--- src/rtl/td4_program_loader.sv ---
// td4_program_loader: 16x8 program memory for the TD4 CPU core.
// Words are loaded nibble-serially from pins through an asynchronous strobe.
// In RUN the memory serves {opcode, immediate} = mem[pc] to the CPU.
module td4_program_loader #(
    parameter int ADDR_W      = 4,
    parameter int DATA_W      = 8,
    parameter int SYNC_STAGES = 2
) (
    input  logic                clk,
    input  logic                rst_n,
    input  logic                load_en,
    input  logic                strobe,
    input  logic [DATA_W/2-1:0] data_nib,
    input  logic [ADDR_W-1:0]   pc,
    output logic [DATA_W/2-1:0] opcode,
    output logic [DATA_W/2-1:0] immediate,
    output logic                cpu_run,
    output logic [ADDR_W-1:0]   load_addr,
    output logic                load_done
);

    localparam int DEPTH = 1 << ADDR_W;
    localparam int NIB_W = DATA_W / 2;

    typedef enum logic [1:0] {
        IDLE    = 2'd0,
        LOAD_HI = 2'd1,
        LOAD_LO = 2'd2,
        RUN     = 2'd3
    } state_t;

    state_t              state;
    logic [DATA_W-1:0]   mem [DEPTH];
    logic [NIB_W-1:0]    hold;
    logic [SYNC_STAGES-1:0] sync_q;
    logic                strobe_dly;
    logic                pulse;
    logic [DATA_W-1:0]   rd_word;

    // Synchronise the strobe pin and keep one delayed copy for edge detection
    always_ff @(posedge clk or negedge rst_n) begin
        if (!rst_n) begin
            sync_q     <= '0;
            strobe_dly <= 1'b0;
        end else begin
            sync_q     <= {sync_q[SYNC_STAGES-2:0], strobe};
            strobe_dly <= sync_q[SYNC_STAGES-1];
        end
    end

    // One-clock pulse per synchronised rising edge of strobe
    assign pulse = sync_q[SYNC_STAGES-1] & ~strobe_dly;

    // Load/run FSM with memory writes and registered status outputs
    always_ff @(posedge clk or negedge rst_n) begin
        if (!rst_n) begin
            state     <= IDLE;
            hold      <= '0;
            load_addr <= '0;
            load_done <= 1'b0;
            cpu_run   <= 1'b0;
            for (int unsigned i = 0; i < DEPTH; i++) begin
                mem[i] <= '0;
            end
        end else begin
            case (state)
                IDLE, RUN: begin
                    if (load_en) begin
                        state     <= LOAD_HI;
                        load_addr <= '0;
                        load_done <= 1'b0;
                        cpu_run   <= 1'b0;
                    end else begin
                        state   <= RUN;
                        cpu_run <= 1'b1;
                    end
                end
                LOAD_HI: begin
                    // leaving load mode takes priority over a coincident nibble
                    if (!load_en) begin
                        state   <= RUN;
                        cpu_run <= 1'b1;
                    end else if (pulse) begin
                        hold  <= data_nib;
                        state <= LOAD_LO;
                    end
                end
                LOAD_LO: begin
                    if (!load_en) begin
                        state   <= RUN;
                        cpu_run <= 1'b1;
                    end else if (pulse) begin
                        mem[load_addr] <= {hold, data_nib};
                        load_addr      <= load_addr + 1'b1;
                        if (load_addr == '1) begin
                            load_done <= 1'b1;
                        end
                        state <= LOAD_HI;
                    end
                end
                default: begin
                    state   <= IDLE;
                    cpu_run <= 1'b0;
                end
            endcase
        end
    end

    assign rd_word = mem[pc];

    // Zero-latency read path; cpu_run is the registered image of state==RUN
    always_comb begin
        opcode    = '0;
        immediate = '0;
        if (cpu_run) begin
            opcode    = rd_word[DATA_W-1:NIB_W];
            immediate = rd_word[NIB_W-1:0];
        end
    end

endmodule
--- config.mk ---
export PLATFORM = sky130hd
export DESIGN_NAME = td4_program_loader
export DESIGN_NICKNAME = d
export VERILOG_FILES = /design/src/rtl/td4_program_loader.sv
export SDC_FILE = /design/constraint.sdc
export NUM_CORES = 1
export LEC_CHECK = 0
export ABC_AREA = 0
export BUFFER_PORTS_ARGS = -buffer_cell sky130_fd_sc_hd__buf_4
export CAP_MARGIN = 20
export CORE_UTILIZATION = 35
export CTS_BUF_LIST = sky130_fd_sc_hd__clkbuf_16
export CTS_CLUSTER_SIZE = 24
export DETAILED_ROUTE_END_ITERATION = 6
export PLACE_DENSITY = 0.56
export RECOVER_POWER = 25
export REMOVE_ABC_BUFFERS = 1
export SYNTH_ARGS = -nofsm -noshare
export SYNTH_HDL_FRONTEND = slang
export SYNTH_SLANG_ARGS = --single-unit
--- constraint.sdc ---
create_clock -name clk -period 2.3 [get_ports clk]
set_input_delay 0.46 -clock clk [delete_from_list [all_inputs] [get_ports clk]]
set_output_delay 0.46 -clock clk [all_outputs]
set_load 0.05 [all_outputs]
Word level (Yosys, flattened, before mapping)
Cells that the tools add are included.
Widths: inputs -> output; s select.
- register bits after elaboration: 143
- latch bits: 0
- bits in writable memories: 0
- bits in read-only memories: 0
- input bits: 12
- output and inout port bits: 14
- word-level logic and storage cells: 78
- memories kept: 0
- $add $sub $neg: 1
- multipliers: 0
- div/mod/pow operators: 0
- magnitude comparators: 3
- equality and inequality tests: 11
- shift operators: 0
- muxes and demuxes: 26
- bitwise gates (word level): 4
- reductions and logical operators: 10
- operator list (cell ; count):
    $bwmux 128 ; 1
    $bmux 8 s4 ; 1
    $demux 8 s4 ; 1
    $mux 8 ; 3
    $mux 4 ; 5
    $ge 5x5->1 const B ; 2
    $mux 2 ; 5
    $ne 2x2->1 const B ; 5
    $not 4->5 ; 2
    $pmux 4 s2 ; 1
    $mux 1 ; 6
    $ne 3x3->1 const B ; 2
    $pmux 2 s3 ; 1
    $reduce_and 3->1 ; 2
    $lt 5x1->1 const B ; 1
    $reduce_and 5->1 ; 1
    $add 4x1->4 const B ; 1
    $eq 2x2->1 const B ; 2
    $eq 4x4->1 const B ; 1
    $pmux 1 s2 ; 2
    $reduce_and 4->1 ; 1
    $reduce_or 2->1 ; 2
    $eq 2x1->1 const B ; 1
    $logic_not 2->1 ; 1
    other kinds (5) ; 5

Depth between registers and ports, before layout
- word-level depth: 6
- gate-level depth with buffers: 7
- depth with buffers taken out: 6

Worst setup path before layout
No wires, ideal clock.
- path type: input -> output
- start point: input port pc[0]
- end point: output port immediate[0]
- arrival: 2.364 ns
- data required time: 1.840 ns
- setup slack: -0.524 ns
- cell stages on the path: 7
- cells stage by stage: buf_4 > buf_6 > buf_4 > mux2i_1 > a22oi_1 > nand2_1 > o21ai_0
- cells in the longest elaborated chain, start to end: 5
- ends and longest elaborated chain (element ; line ; text):
    start, declared ; 14 ; input logic [ADDR_W-1:0] pc,
    $not 4->5 (not written as such) ; 109 ; assign rd_word = mem[pc];
    $bmux 8 s4 ; 109 ;
    $mux 8 (not written as such) (2 in a row) ; 109 ;
    $mux 4 ; 115 ; if (cpu_run) begin
    end, declared ; 16 ; output logic [DATA_W/2-1:0] immediate,
Every way passes these cells. The select of a mux whose other input is x is not followed.

Final worst setup path
- start point: register mem[70] (netlist bit)
- end point: output port opcode[2]
- cells in the longest elaborated chain, start to end: 4
- ends and longest elaborated chain (element ; line ; text):
    start, declared ; 33 ; logic [DATA_W-1:0] mem [DEPTH];
    start signal, assigned by index ; 93 ; mem[load_addr] <= {hold, data_nib};
    $bmux 8 s4 ; 109 ;
    $mux 8 (not written as such) (2 in a row) ; 109 ;
    $mux 4 ; 115 ;
    end, declared ; 15 ; output logic [DATA_W/2-1:0] opcode,
Every way passes these cells. The select of a mux whose other input is x is not followed.

==> tab_implementation.tex <==
\begin{tabular}{lr}
\hline
Metric & Value \\
\hline
\multicolumn{2}{l}{\textbf{Worst setup path}} \\
\quad Start point of the critical path & mem[70]\$\_DFFE\_PN0P\_ \\
\quad Endpoint class of the critical path & primary output \\
\quad Type of the worst setup path & register to primary output \\
\quad FF-to-FF Start & state[0]\$\_DFFE\_PN0P\_ \\
\quad Delay of the slowest cell on the worst path & 0.46 ns \\
\quad Critical path's slowest cell & sky130\_fd\_sc\_hd\_\_mux4\_2 \\
\quad Critical Path Start Type & register \\
\quad Required @ worst endpoint & 1.84 ns \\
\quad CP Data Arrival Time & 1.81 ns \\
\quad CP cell instances & mux4\_2 > nand2b\_1 > nand3\_1 > o21ai\_0 > buf\_4 \\
\quad Worst-path fanout max & 2 \\
\multicolumn{2}{l}{\textbf{Outcome}} \\
\quad Outcome & completed \\
\multicolumn{2}{l}{\textbf{Die}} \\
\quad Cell Rows & 50 \\
\quad IO Pins & 26 \\
\quad Die Wd & 141 um \\
\quad Effective utilization at floorplan & 35.9\% \\
\quad Core ar. & 18800 um2 \\
\quad Area of the die & 19900 um2 \\
\quad Die height & 141 um \\
\multicolumn{2}{l}{\textbf{Synth}} \\
\quad Async set or reset register ratio after synthesis & 100\% \\
\quad Average cell area after synthesis & $\sim$14 um2 \\
\quad Distinct cells, synth & 32 \\
\quad Ys flop type & sky130\_fd\_sc\_hd\_\_dfrtp\_1 \\
\quad Fraction of the yosys area taken by sequential cells & 52.9\% \\
\quad \#FFs+latches synth & 143 \\
\quad Gate count of the mapped netlist & around 500 \\
\quad Yosys warnings & 0 \\
\quad Mapped cell area & 6760 um2 \\
\quad EDFF count, synth & 0 \\
\multicolumn{2}{l}{\textbf{Detailed routing}} \\
\quad Avg WL per Cell & approximately 20 um \\
\quad Detailed-route vias per instance & slightly above 5 \\
\quad Remaining design rule violation count & 0 \\
\quad Via count & 4109 \\
\quad Final wirelength & 16300 um \\
\quad Number of detailed-routing iterations run before antenna repair & 4 \\
\quad Starting DRT DRC Count & approximately 260 \\
\quad Remaining antenna violation count after routing & 0 \\
\multicolumn{2}{l}{\textbf{Placed design}} \\
\quad Port Buf Inserts & 25 \\
\quad Final weighted congestion in routability-driven placement & $\sim$0.86 \\
\quad Pre-CTS setup slack & -0.194 ns \\
\quad Post-DP HPWL & around 11000 um \\
\quad Placed cell count & 770 \\
\quad Placed standard-cell area & approximately 7400 um2 \\
\multicolumn{2}{l}{\textbf{STA}} \\
\quad Post-route worst setup slack & around 0.027 ns \\
\quad Max Freq & 0.440 GHz \\
\quad Pin slew with the least headroom to its limit & 1.46 ns \\
\quad Setup repair after global routing missed its margin & true \\
\quad Number of pins with negative max-slew slack in the final report & 0 \\
\quad Final setup violation count & 0 \\
\quad Shortest clock period the worst path allows after layout & 2.27 ns \\
\quad Share of the clock period used by the worst path & 98.8\% \\
\quad Setup clock skew after layout & 0.00588 ns \\
\quad Final Hold Vio Count & 0 \\
\quad Worst slew margin relative to its limit & 2.88\% \\
\multicolumn{2}{l}{\textbf{Power}} \\
\quad Register share of total power & between 40\% and 50\% \\
\quad Leakage power & 3.96 nW \\
\quad Combinational share of power & about 7.6\% \\
\quad Switch Pwr & 0.00149 W \\
\quad Switching portion of total power & 25.2\% \\
\quad Total power density per cell area & 742 nW/um2 \\
\quad Internal power & 0.00443 W \\
\quad Part of the total power dissipated in the clock network & 46.8\% \\
\quad Worst-case vdd ir drop & 350 uV \\
\multicolumn{2}{l}{\textbf{Min path}} \\
\quad Beginning of the worst hold path & strobe \\
\quad Min-Delay Path Class & primary input to register \\
\multicolumn{2}{l}{\textbf{Clock network}} \\
\quad Clock input transition at the sequential cells of the worst setup and hold paths & $\sim$0.06 ns \\
\quad Total of hold buffers inserted after clock tree synthesis & 0 \\
\quad CTS tree & yes \\
\quad Number of H-tree branching levels & 4 \\
\quad Clock network latency to the later pin of the worst-skew pair & 0.42 ns \\
\quad Clk root buf & sky130\_fd\_sc\_hd\_\_clkbuf\_16 \\
\quad Post CTS Setup Buffer Count & 0 \\
\quad Number of buffers on the longest clock path & 2 \\
\quad Clock buffers created by TritonCTS & 17 \\
\quad CTS sink cnt & about 140 \\
\multicolumn{2}{l}{\textbf{Layout}} \\
\quad Number of fill cells & 1720 \\
\quad Most frequent cells in the layout & sky130\_fd\_sc\_hd\_\_dfrtp\_1 (143), sky130\_fd\_sc\_hd\_\_mux2\_2 (121), sky130\_fd\_sc\_hd\_\_mux2i\_1 (52) \\
\quad Total number of nets in the final design & 548 \\
\quad Most common cell after layout, fill and taps aside & sky130\_fd\_sc\_hd\_\_dfrtp\_1 \\
\quad Fin util & 42.4\% \\
\quad Synthesis-to-layout area growth & 18.0\% \\
\quad Layout cell share with drive strength beyond 1 & a little over two fifths \\
\quad Final standard cell area without fillers & 7980 um2 \\
\quad Number of antenna cells inserted & 0 \\
\quad Number of non-filler instances in the completed layout & 802 \\
\multicolumn{2}{l}{\textbf{GRT}} \\
\quad Via count of the first global-routing pass & between 4000 and 5000 \\
\quad Global-route usage over all layers & approximately 18\% \\
\quad Number of antenna violations at the first check in global routing & 0 \\
\quad GRT Residual Overflow & 0 \\
\quad Global-route wire length before repair & 25800 um \\
\quad Pin count of the biggest net entering global routing & 56 \\
\multicolumn{2}{l}{\textbf{Run}} \\
\quad Max Cap Violations & 0 \\
\hline
\end{tabular}
[worst paths after layout]
check,depth (start not counted),end,slack [ns]
worst min-delay path,1,sync_q[0]$_DFF_PN0_,0.17
worst min register to register,0,sync_q[1]$_DFF_PN0_,0.35
worst max-delay path,5,opcode[2],0.03
max in group asynchronous,2,mem[125]$_DFFE_PN0P_,0.55
worst max register to register,6,mem[60]$_DFFE_PN0P_,0.17
min in group asynchronous,1,mem[22]$_DFFE_PN0P_,0.37
[metal layers]
metal,share of wire [%],track usage [%]
met5,0,0
met4,2.3,6.98
met3,4.8,4.45
met2,47,28.8
met1,45,23.2
[metrics by stage]
step | setup TNS [ns] | power, W | hold WS (ns)
after global placement | -0.620 | 0.00318 | 0.333
after global routing | -0.122 | 0.00614 | 0.160
after CTS | 0 | 0.00598 | 0.0110
after floorplan | -1.58 | 0.00287 | 0.164
after detailed placement | -0.455 | 0.00319 | 0.335
final | 0 | 0.00592 | 0.172
[power groups by stage]
stage | logic (W) | registers [W] | clock network [W]
after CTS | 0.000452 | 0.00270 | 0.00283
after global placement | 0.000440 | 0.00274 | 0
after detailed placement | 0.000446 | 0.00275 | 0
after floorplan | 0.000192 | 0.00267 | 0
final | 0.000448 | 0.00270 | 0.00277
after global routing | 0.000487 | 0.00271 | 0.00294
[final cells by class]
class	count	area (um2)	share of cell area, %
Inverter	7	26.3	0.329
Sequential cell	143	3580	44.8
Multi-Input combinational cell	313	3020	37.9
Clock inverter	15	170	2.13
Tap cell	260	325	4.08
Clock buffer	17	425	5.33
Timing Repair Buffer	47	432	5.41
[worst max-delay path, delay by kind of cell (launching register included)]
kind                   cells  cell delay [ns]
and+or+nand+nor            2             0.26
AOI/OAI and AO/OA          1             0.09
muxes                      1             0.46
buffers and inverters      1             0.21
DFF                        1             0.38
[cell usage after synthesis (2+ instances only)]
library cell,n,share of area (%)
sky130_fd_sc_hd__dfrtp_1,143,53
sky130_fd_sc_hd__mux2_2,121,20
sky130_fd_sc_hd__mux2i_1,52,7.7
sky130_fd_sc_hd__a22oi_1,26,2.9
sky130_fd_sc_hd__o21ai_0,14,1.0
sky130_fd_sc_hd__clkbuf_1,12,0.67
sky130_fd_sc_hd__nand2_1,12,0.67
sky130_fd_sc_hd__nand2_2,12,1.1
sky130_fd_sc_hd__buf_4,11,1.2
sky130_fd_sc_hd__nand3_1,10,0.74
sky130_fd_sc_hd__mux2_4,8,1.8
sky130_fd_sc_hd__ha_1,7,1.3
sky130_fd_sc_hd__inv_1,7,0.39
sky130_fd_sc_hd__nand2b_1,7,0.65
sky130_fd_sc_hd__nor2_1,7,0.39
sky130_fd_sc_hd__mux4_2,6,2.0
sky130_fd_sc_hd__and2_1,5,0.46
sky130_fd_sc_hd__a21oi_1,4,0.30
sky130_fd_sc_hd__nand3_4,4,1.0
sky130_fd_sc_hd__buf_2,3,0.22
sky130_fd_sc_hd__mux2_1,3,0.50
sky130_fd_sc_hd__nor2b_1,3,0.28
sky130_fd_sc_hd__o22ai_1,3,0.28
sky130_fd_sc_hd__buf_6,2,0.33
sky130_fd_sc_hd__or3_1,2,0.19
[state kept, by name, summed over array words and instances (netlist names)]
| name | cells |
|---|---|
| cpu_run | 1 |
| strobe_dly | 1 |
| sync_q | 2 |
| hold | 4 |
| mem | 128 |
| load_addr | 4 |
| state | 2 |
| load_done | 1 |
[kinds of logic (layout without fill, tap and decap cells)]
kind of cell    after synthesis  after routing  share of synthesized area, %
compound gates               51             51                          4.98
buf+inv                      35             86                          2.83
flops                       143            143                          52.9
simple gates                 65             65                          5.85
fa+ha+maj                     7              7                          1.30
mux                         190            190                          32.1
[timing repair]
action / 4_1_cts / 5_1_grt
gates resized for setup: 7 / 10
endpoints found under the hold margin: 0 / 0
setup endpoints to repair: 6 / 8
Power figures use the tool's default switching activity.
